===== src/rtl/bus_arbiter.sv =====
// bus_arbiter: two-master/two-slave shared bus with M0 priority, address decode and 1-cycle read return.
// Optional BUS_TIMEOUT_EN bounds M1 ownership to TIMEOUT cycles while M0 is waiting.
module bus_arbiter #(
    parameter int                ADDR_W  = 8,
    parameter int                DATA_W  = 32,
    parameter logic [ADDR_W-1:0] S0_BASE = 8'h00,
    parameter logic [ADDR_W-1:0] S1_BASE = 8'h20,
    parameter int                TIMEOUT = 16
) (
    input  logic              clk,
    input  logic              reset_n,
    input  logic              M0_req,
    input  logic              M0_wr,
    input  logic [ADDR_W-1:0] M0_address,
    input  logic [DATA_W-1:0] M0_dout,
    input  logic              M1_req,
    input  logic              M1_wr,
    input  logic [ADDR_W-1:0] M1_address,
    input  logic [DATA_W-1:0] M1_dout,
    input  logic [DATA_W-1:0] S0_dout,
    input  logic [DATA_W-1:0] S1_dout,
    output logic              M0_grant,
    output logic              M1_grant,
    output logic [ADDR_W-1:0] S_address,
    output logic [DATA_W-1:0] S_din,
    output logic              S_wr,
    output logic              S0_sel,
    output logic              S1_sel,
    output logic [DATA_W-1:0] M_din
);
    typedef enum logic {GNT_M0, GNT_M1} state_t;
    state_t     state, state_next;
    logic [1:0] rd_sel;
    logic       timeout_hit;
`ifdef BUS_TIMEOUT_EN
    logic [7:0] cnt;
    // Saturates at TIMEOUT-1 so a late M0 request still forces the handover.
    always_ff @(posedge clk or negedge reset_n) begin
        if (!reset_n)                   cnt <= '0;
        else if (state != GNT_M1)       cnt <= '0;
        else if (cnt != 8'(TIMEOUT-1))  cnt <= cnt + 8'd1;
    end
    assign timeout_hit = (state == GNT_M1) && (cnt == 8'(TIMEOUT-1)) && M0_req;
`else
    assign timeout_hit = 1'b0 && (TIMEOUT > 0);
`endif
    always_ff @(posedge clk or negedge reset_n) begin
        if (!reset_n) begin
            state  <= GNT_M0;
            rd_sel <= 2'b00;
        end else begin
            state  <= state_next;
            rd_sel <= {S1_sel, S0_sel};
        end
    end
    always_comb begin
        state_next = state;
        if (state == GNT_M0) state_next = (!M0_req && M1_req) ? GNT_M1 : GNT_M0;
        else                 state_next = (M1_req && !timeout_hit) ? GNT_M1 : GNT_M0;
    end
    assign M0_grant  = (state == GNT_M0);
    assign M1_grant  = (state == GNT_M1);
    assign S_address = M1_grant ? M1_address : M0_address;
    assign S_din     = M1_grant ? M1_dout : M0_dout;
    assign S_wr      = M1_grant ? M1_wr : M0_wr;
    assign S0_sel    = (S_address[ADDR_W-1 -: 3] == S0_BASE[ADDR_W-1 -: 3]);
    assign S1_sel    = (S_address[ADDR_W-1 -: 3] == S1_BASE[ADDR_W-1 -: 3]) && !S0_sel;
    assign M_din     = (rd_sel == 2'b01) ? S0_dout : (rd_sel == 2'b10) ? S1_dout : '0;
endmodule

===== config.mk =====
export PLATFORM = sky130hd
export DESIGN_NAME = bus_arbiter
export DESIGN_NICKNAME = d
export VERILOG_FILES = /design/src/rtl/bus_arbiter.sv
export SDC_FILE = /design/constraint.sdc
export NUM_CORES = 1
export LEC_CHECK = 0
export CORE_AREA = 5 5 86 88
export CTS_CLUSTER_DIAMETER = 50
export DETAILED_ROUTE_END_ITERATION = 8
export DIE_AREA = 0 0 91 93
export GPL_TIMING_DRIVEN = 0
export PLACE_DENSITY_LB_ADDON = 0.1
export SLEW_MARGIN = 10
export SYNTH_ARGS = -nofsm -noshare
export SYNTH_HDL_FRONTEND = slang
export SYNTH_SLANG_ARGS = --single-unit

===== constraint.sdc =====
create_clock -name clk -period 1.8 [get_ports clk]
set_clock_uncertainty 0.05 [all_clocks]
set_input_delay 0.54 -clock clk [delete_from_list [all_inputs] [get_ports clk]]
set_output_delay 0.54 -clock clk [all_outputs]
set_load 0.05 [all_outputs]

* Word-level counts from Yosys, hierarchy flattened
Cells that the tools add are included.
** Word-level totals
- Flip-flop bits (word level) :: 3
- Input port bits :: 150
- Output and inout port bits :: 77
** Operators by class
- Equality and inequality tests :: 3
- Mux-type cells :: 8
- Bitwise operators :: 1
- Reduce and logical (&&, ||, !) cells :: 5
** Operators by type and width (number)
- two-way mux 32 bit :: 3
- two-way mux 8 bit :: 1
- two-way mux 1 bit :: 4
- equality test 3 x 1 -> 1 bit, second input constant :: 1
- logical NOT 3 bit :: 1
- equality test 2 x 1 -> 1 bit, second input constant :: 1
- equality test 2 bit, second input constant :: 1
- logical AND 1 bit :: 2
- logical NOT 1 bit :: 2
- NOT 1 bit :: 1

* Longest topological paths before layout
- Word-level depth :: 4
- Gate-level depth with buffers :: 4

* Least setup slack after synthesis
OpenSTA, ideal clock, no wires.
- Kind :: reg-to-output
- Start :: register state, in the netlist M1_grant
- End :: output S1_sel
- Arrival :: 2310 ps
- Data required time :: 1210 ps
- Path slack :: -1100 ps
- Cell stages (with the launch flop) :: 5
- Buffers on the path :: 2
- Path through :: dfrtp_1 -> buf_6 -> buf_2 -> nand2_1 -> o31ai_1
** Between the ends
- Word-level cells in the longest chain between the ends :: 4
- Elaborated cells on any way between the ends :: 5
- Those cells by class :: 1 x eq/ne; 1 x mux; 3 x reduce/logical
** Ends and longest elaborated chain
- start, declared :: line 32 : state_t state, state_next;
- start signal, assigned :: line 52 : state <= state_next;
- two-way mux 8 bit (*) :: line 63 : assign S_address = M1_grant ? M1_address : M0_address;
- logical NOT 3 bit :: line 66 : assign S0_sel = (S_address[ADDR_W-1 -: 3] == S0_BASE[ADDR_W-1 -: 3]);
- logical NOT 1 bit :: line 67 : assign S1_sel = (S_address[ADDR_W-1 -: 3] == S1_BASE[ADDR_W-1 -: 3]) && !S0_sel;
- logical AND 1 bit (*) :: line 67
- end, declared :: line 28 : output logic S1_sel,
Every way passes the cells marked *; elsewhere a longest branch is shown, timed or not.

* Worst setup path in the final report
Ends and elaborated chain as after synthesis.

==> report_table.html <==
<table>
<tr><th>Metric</th><th>Value</th></tr>
<tr><th colspan="2">Place</th></tr>
<tr><td>Placed cell area</td><td>approximately 0.0035 sq mm</td></tr>
<tr><td>Buffers added on ports</td><td>226</td></tr>
<tr><td>Detailed-placement wirelength estimate</td><td>6160 um</td></tr>
<tr><td>Placer Congestion</td><td>0.752</td></tr>
<tr><th colspan="2">Global route</th></tr>
<tr><td>Combined global-route utilization of all metal layers</td><td>15.9%</td></tr>
<tr><td>Aggregate global routing overflow</td><td>0</td></tr>
<tr><td>Maximum number of pins on one net before global-route repair</td><td>11</td></tr>
<tr><td>Number of antenna violations at the first check in global routing</td><td>0</td></tr>
<tr><td>Vias in the first global route</td><td>about 2100</td></tr>
<tr><td>First-pass GRT wire length</td><td>11000 um</td></tr>
<tr><th colspan="2">Worst setup path</th></tr>
<tr><td>Required time of the critical path</td><td>approximately 1200 ps</td></tr>
<tr><td>Most common cell on crit path</td><td>sky130_fd_sc_hd__buf_6</td></tr>
<tr><td>Highest cell delay on the worst timing path</td><td>520 ps</td></tr>
<tr><td>CP startpoint kind</td><td>register</td></tr>
<tr><td>WS Path Type</td><td>reg2out</td></tr>
<tr><td>Cells along the critical path</td><td>buf_6 -&gt; or4b_4 -&gt; o31ai_4 -&gt; buf_6</td></tr>
<tr><td>Kind of cell adding the most delay to the critical path</td><td>simple AND/OR/NAND/NOR gates</td></tr>
<tr><td>Critical path data arrival time</td><td>1560 ps</td></tr>
<tr><td>Highest-delay cell along the critical path</td><td>sky130_fd_sc_hd__or4b_4</td></tr>
<tr><td>Type of destination of the critical path</td><td>primary output</td></tr>
<tr><td>CP max FO</td><td>8</td></tr>
<tr><td>CP Buf/Inv Count</td><td>2</td></tr>
<tr><th colspan="2">Finish</th></tr>
<tr><td>Post-layout instance area</td><td>0.00435 sq mm</td></tr>
<tr><td>Antenna Diode Count</td><td>0</td></tr>
<tr><td>Utilization after layout</td><td>roughly two thirds</td></tr>
<tr><td>Synth-to-Final Area Change</td><td>356%</td></tr>
<tr><td># nets final</td><td>between 500 and 600</td></tr>
<tr><td>Share of cells above drive strength 1</td><td>55.6%</td></tr>
<tr><th colspan="2">Clocking</th></tr>
<tr><td>TritonCTS Sinks</td><td>3</td></tr>
<tr><td>Number of clock buffers inserted by TritonCTS</td><td>3</td></tr>
<tr><td>CTS tree</td><td>yes</td></tr>
<tr><td>Clock-pin transition on the worst setup and hold timing paths</td><td>30 ps</td></tr>
<tr><td>Root buf cell</td><td>sky130_fd_sc_hd__clkbuf_8</td></tr>
<tr><td>Worst-skew pair later-pin latency</td><td>about 210 ps</td></tr>
<tr><td>Clock H-tree levels</td><td>1</td></tr>
<tr><td>Max Root-Sink Buffers</td><td>2</td></tr>
<tr><th colspan="2">Floorplanning</th></tr>
<tr><td>Die area</td><td>0.00846 sq mm</td></tr>
<tr><td>Initial core utilization</td><td>approximately 15%</td></tr>
<tr><td>Die height</td><td>slightly above 90 um</td></tr>
<tr><td>Core ar.</td><td>0.00657 sq mm</td></tr>
<tr><td>FP Rows</td><td>30</td></tr>
<tr><td>Top Ports</td><td>between 200 and 250</td></tr>
<tr><td>Horiz. Die Dim</td><td>91 um</td></tr>
<tr><th colspan="2">Logic synthesis</th></tr>
<tr><td>Post-synthesis sequential element count</td><td>3</td></tr>
<tr><td>Number of instances in the synthesized netlist</td><td>100</td></tr>
<tr><td>Sequential-to-total area share from yosys stat</td><td>7.86%</td></tr>
<tr><td>Number of warning messages in the yosys log</td><td>0</td></tr>
<tr><td>Average footprint of a synthesized cell</td><td>9.55 sq um</td></tr>
<tr><td>Distinct cells, synth</td><td>16</td></tr>
<tr><td>Mapped Area</td><td>955 sq um</td></tr>
<tr><td>Number of nets in the synthesized netlist</td><td>250</td></tr>
<tr><th colspan="2">Power</th></tr>
<tr><td>Proportion of power drawn by combinational gates</td><td>85.3%</td></tr>
<tr><td>Internal Pwr Total</td><td>1.04 mW</td></tr>
<tr><td>Share of total power consumed by net switching</td><td>43.4%</td></tr>
<tr><td>P_sw</td><td>roughly 0.8 mW</td></tr>
<tr><td>Power density over the cells</td><td>424 mW/mm^2</td></tr>
<tr><td>Share of total power in the clock network</td><td>10.6%</td></tr>
<tr><td>Leakage</td><td>2.01 nW</td></tr>
<tr><td>Worst-case vdd ir drop</td><td>0.278 mV</td></tr>
<tr><td>Power share of the sequential group</td><td>under 10%</td></tr>
<tr><th colspan="2">Routing</th></tr>
<tr><td>Detailed-routing iteration count for the pre-antenna-repair pass</td><td>4</td></tr>
<tr><td>Post-Route WL</td><td>7980 um</td></tr>
<tr><td>Total DRC errors in the routed layout</td><td>0</td></tr>
<tr><td>Total via count after detailed routing</td><td>roughly 1900</td></tr>
<tr><td>Post-DR wirelength/cell</td><td>18.5 um</td></tr>
<tr><td>Initial drt markers</td><td>18</td></tr>
<tr><td>Post-detailed-route via-to-cell ratio</td><td>4.48</td></tr>
<tr><td>Antenna Violating Nets Remaining</td><td>0</td></tr>
<tr><th colspan="2">STA</th></tr>
<tr><td>Final-report setup violation count</td><td>75</td></tr>
<tr><td>Worst Tran Pin Value</td><td>506 ps</td></tr>
<tr><td>RSZ-0062 raised after global routing</td><td>yes</td></tr>
<tr><td>Final total negative setup slack</td><td>-18880 ps</td></tr>
<tr><td>Worst relative slew slack</td><td>66.4%</td></tr>
<tr><td>Setup slack after layout</td><td>-347 ps</td></tr>
<tr><td>Fmax</td><td>466 MHz</td></tr>
<tr><td>Hold violation total from the final report</td><td>0</td></tr>
<tr><td>Final critical-path share of the clock period</td><td>119%</td></tr>
<tr><td>Clock period minus final worst setup slack</td><td>about 2100 ps</td></tr>
<tr><td>Count of final max-slew check failures</td><td>0</td></tr>
<tr><th colspan="2">Outcome</th></tr>
<tr><td>Outcome</td><td>finished, violations left</td></tr>
<tr><td>Failing checks</td><td>negative setup slack</td></tr>
<tr><th colspan="2">Run</th></tr>
<tr><td>Reported max-cap violation count</td><td>0</td></tr>
<tr><th colspan="2">Hold path</th></tr>
<tr><td>Worst Hold Class</td><td>in2async</td></tr>
</table>
[final timing paths]
path / from / end / slack, ps / cells after the start
max reg2reg: M1_grant / rd_sel[0] / 320 / 5
max: M1_grant / S1_sel / -350 / 4
min reg2reg: M1_grant / rd_sel[1] / 800 / 4
max in group asynchronous: reset_n / M1_grant / 1090 / 1
min in group clk: M0_address[6] / rd_sel[1] / 750 / 4
min: reset_n / rd_sel[0] / 460 / 1
[cell type report]
type                       count  area, sq um
clock buffer                   4         45.0
timing repair buffer         251         2750
fill                         487         2220
tap                           80          100
multi-input combinational     82         1250
inverter                       2         11.3
sequential                     3         76.3
buffer                         9          118
[synth_stat cells]
library cell,number,area share [%]
sky130_fd_sc_hd__a21boi_0,1,0.79
sky130_fd_sc_hd__or3_1,1,0.66
sky130_fd_sc_hd__o31ai_1,1,0.79
sky130_fd_sc_hd__mux2_2,40,47
sky130_fd_sc_hd__o21ai_2,1,0.92
sky130_fd_sc_hd__or4_4,1,1.2
sky130_fd_sc_hd__buf_2,10,5.2
sky130_fd_sc_hd__dfrtp_1,3,7.9
sky130_fd_sc_hd__nand2_1,1,0.39
sky130_fd_sc_hd__o21ai_0,1,0.52
sky130_fd_sc_hd__or4b_1,1,1.0
sky130_fd_sc_hd__clkbuf_1,2,0.79
sky130_fd_sc_hd__inv_1,2,0.79
sky130_fd_sc_hd__buf_6,1,1.2
sky130_fd_sc_hd__nor2b_1,2,1.3
sky130_fd_sc_hd__a22o_1,32,29
[cell families (layout without fill, tap and decap cells)]
| logic type | after synthesis | after routing | synth area share, % |
|---|---|---|---|
| AO/OA/AOI/OAI | 36 | 36 | 32.4 |
| multiplexers | 40 | 40 | 47.2 |
| flip-flops | 3 | 3 | 7.86 |
| AND/OR/NAND/NOR | 6 | 6 | 4.59 |
| buffers and inverters | 15 | 266 | 8.00 |
[power groups by stage]
stage               clock network [mW]  registers, mW  logic [mW]
finish                           0.195         0.0753        1.57
global route                     0.206         0.0757        1.63
CTS                              0.203         0.0748        1.50
detailed placement                   0         0.0749        1.33
global placement                     0         0.0747        1.33
floorplan                            0         0.0801       0.729
[what timing repair did]
item                       CTS  global route
setup buffers                6            14
pin swaps                    9            25
hold buffers                 0             0
setup endpoints to repair   77            76
gates resized for setup    604            51
gates cloned                 6             0
[sequential cells by signal (all words and copies together), names as in the netlist]
register,count
M1_grant,1
rd_sel,2
[metal layers]
metal	GRT usage, %	wire length [um]
met5	0	0
met4	5.01	159
met3	6.92	982
met2	30.2	4290
met1	15.2	2540
[stage by stage]
stage	worst slack, ps	hold slack [ps]	power [mW]	instances
6_report	-347	456	1.84	431
2_1_floorplan	-292	194	0.809	100
4_1_cts	-353	455	1.78	422
3_5_place_dp	-1310	674	1.41	406
3_3_place_gp	-1290	668	1.40	406
5_1_grt	-385	475	1.91	431
[cells in the final DEF, fill, tap and decap left out, drive strengths merged]
cell type and n:
clkdlybuf4s50 135, buf 111, mux2 40, a22o 32
dlygate4sd2 10, clkbuf 4, dfrtp 3, nor2b 2
dlymetal6s2s 2, clkdlybuf4s15 2, o21ai 2, inv 1
nand2 1, clkinvlp 1, or3 1, or4 1
or4b 1, o31ai 1, a21boi 1
Note: power is estimated with default switching activity, not from simulation.
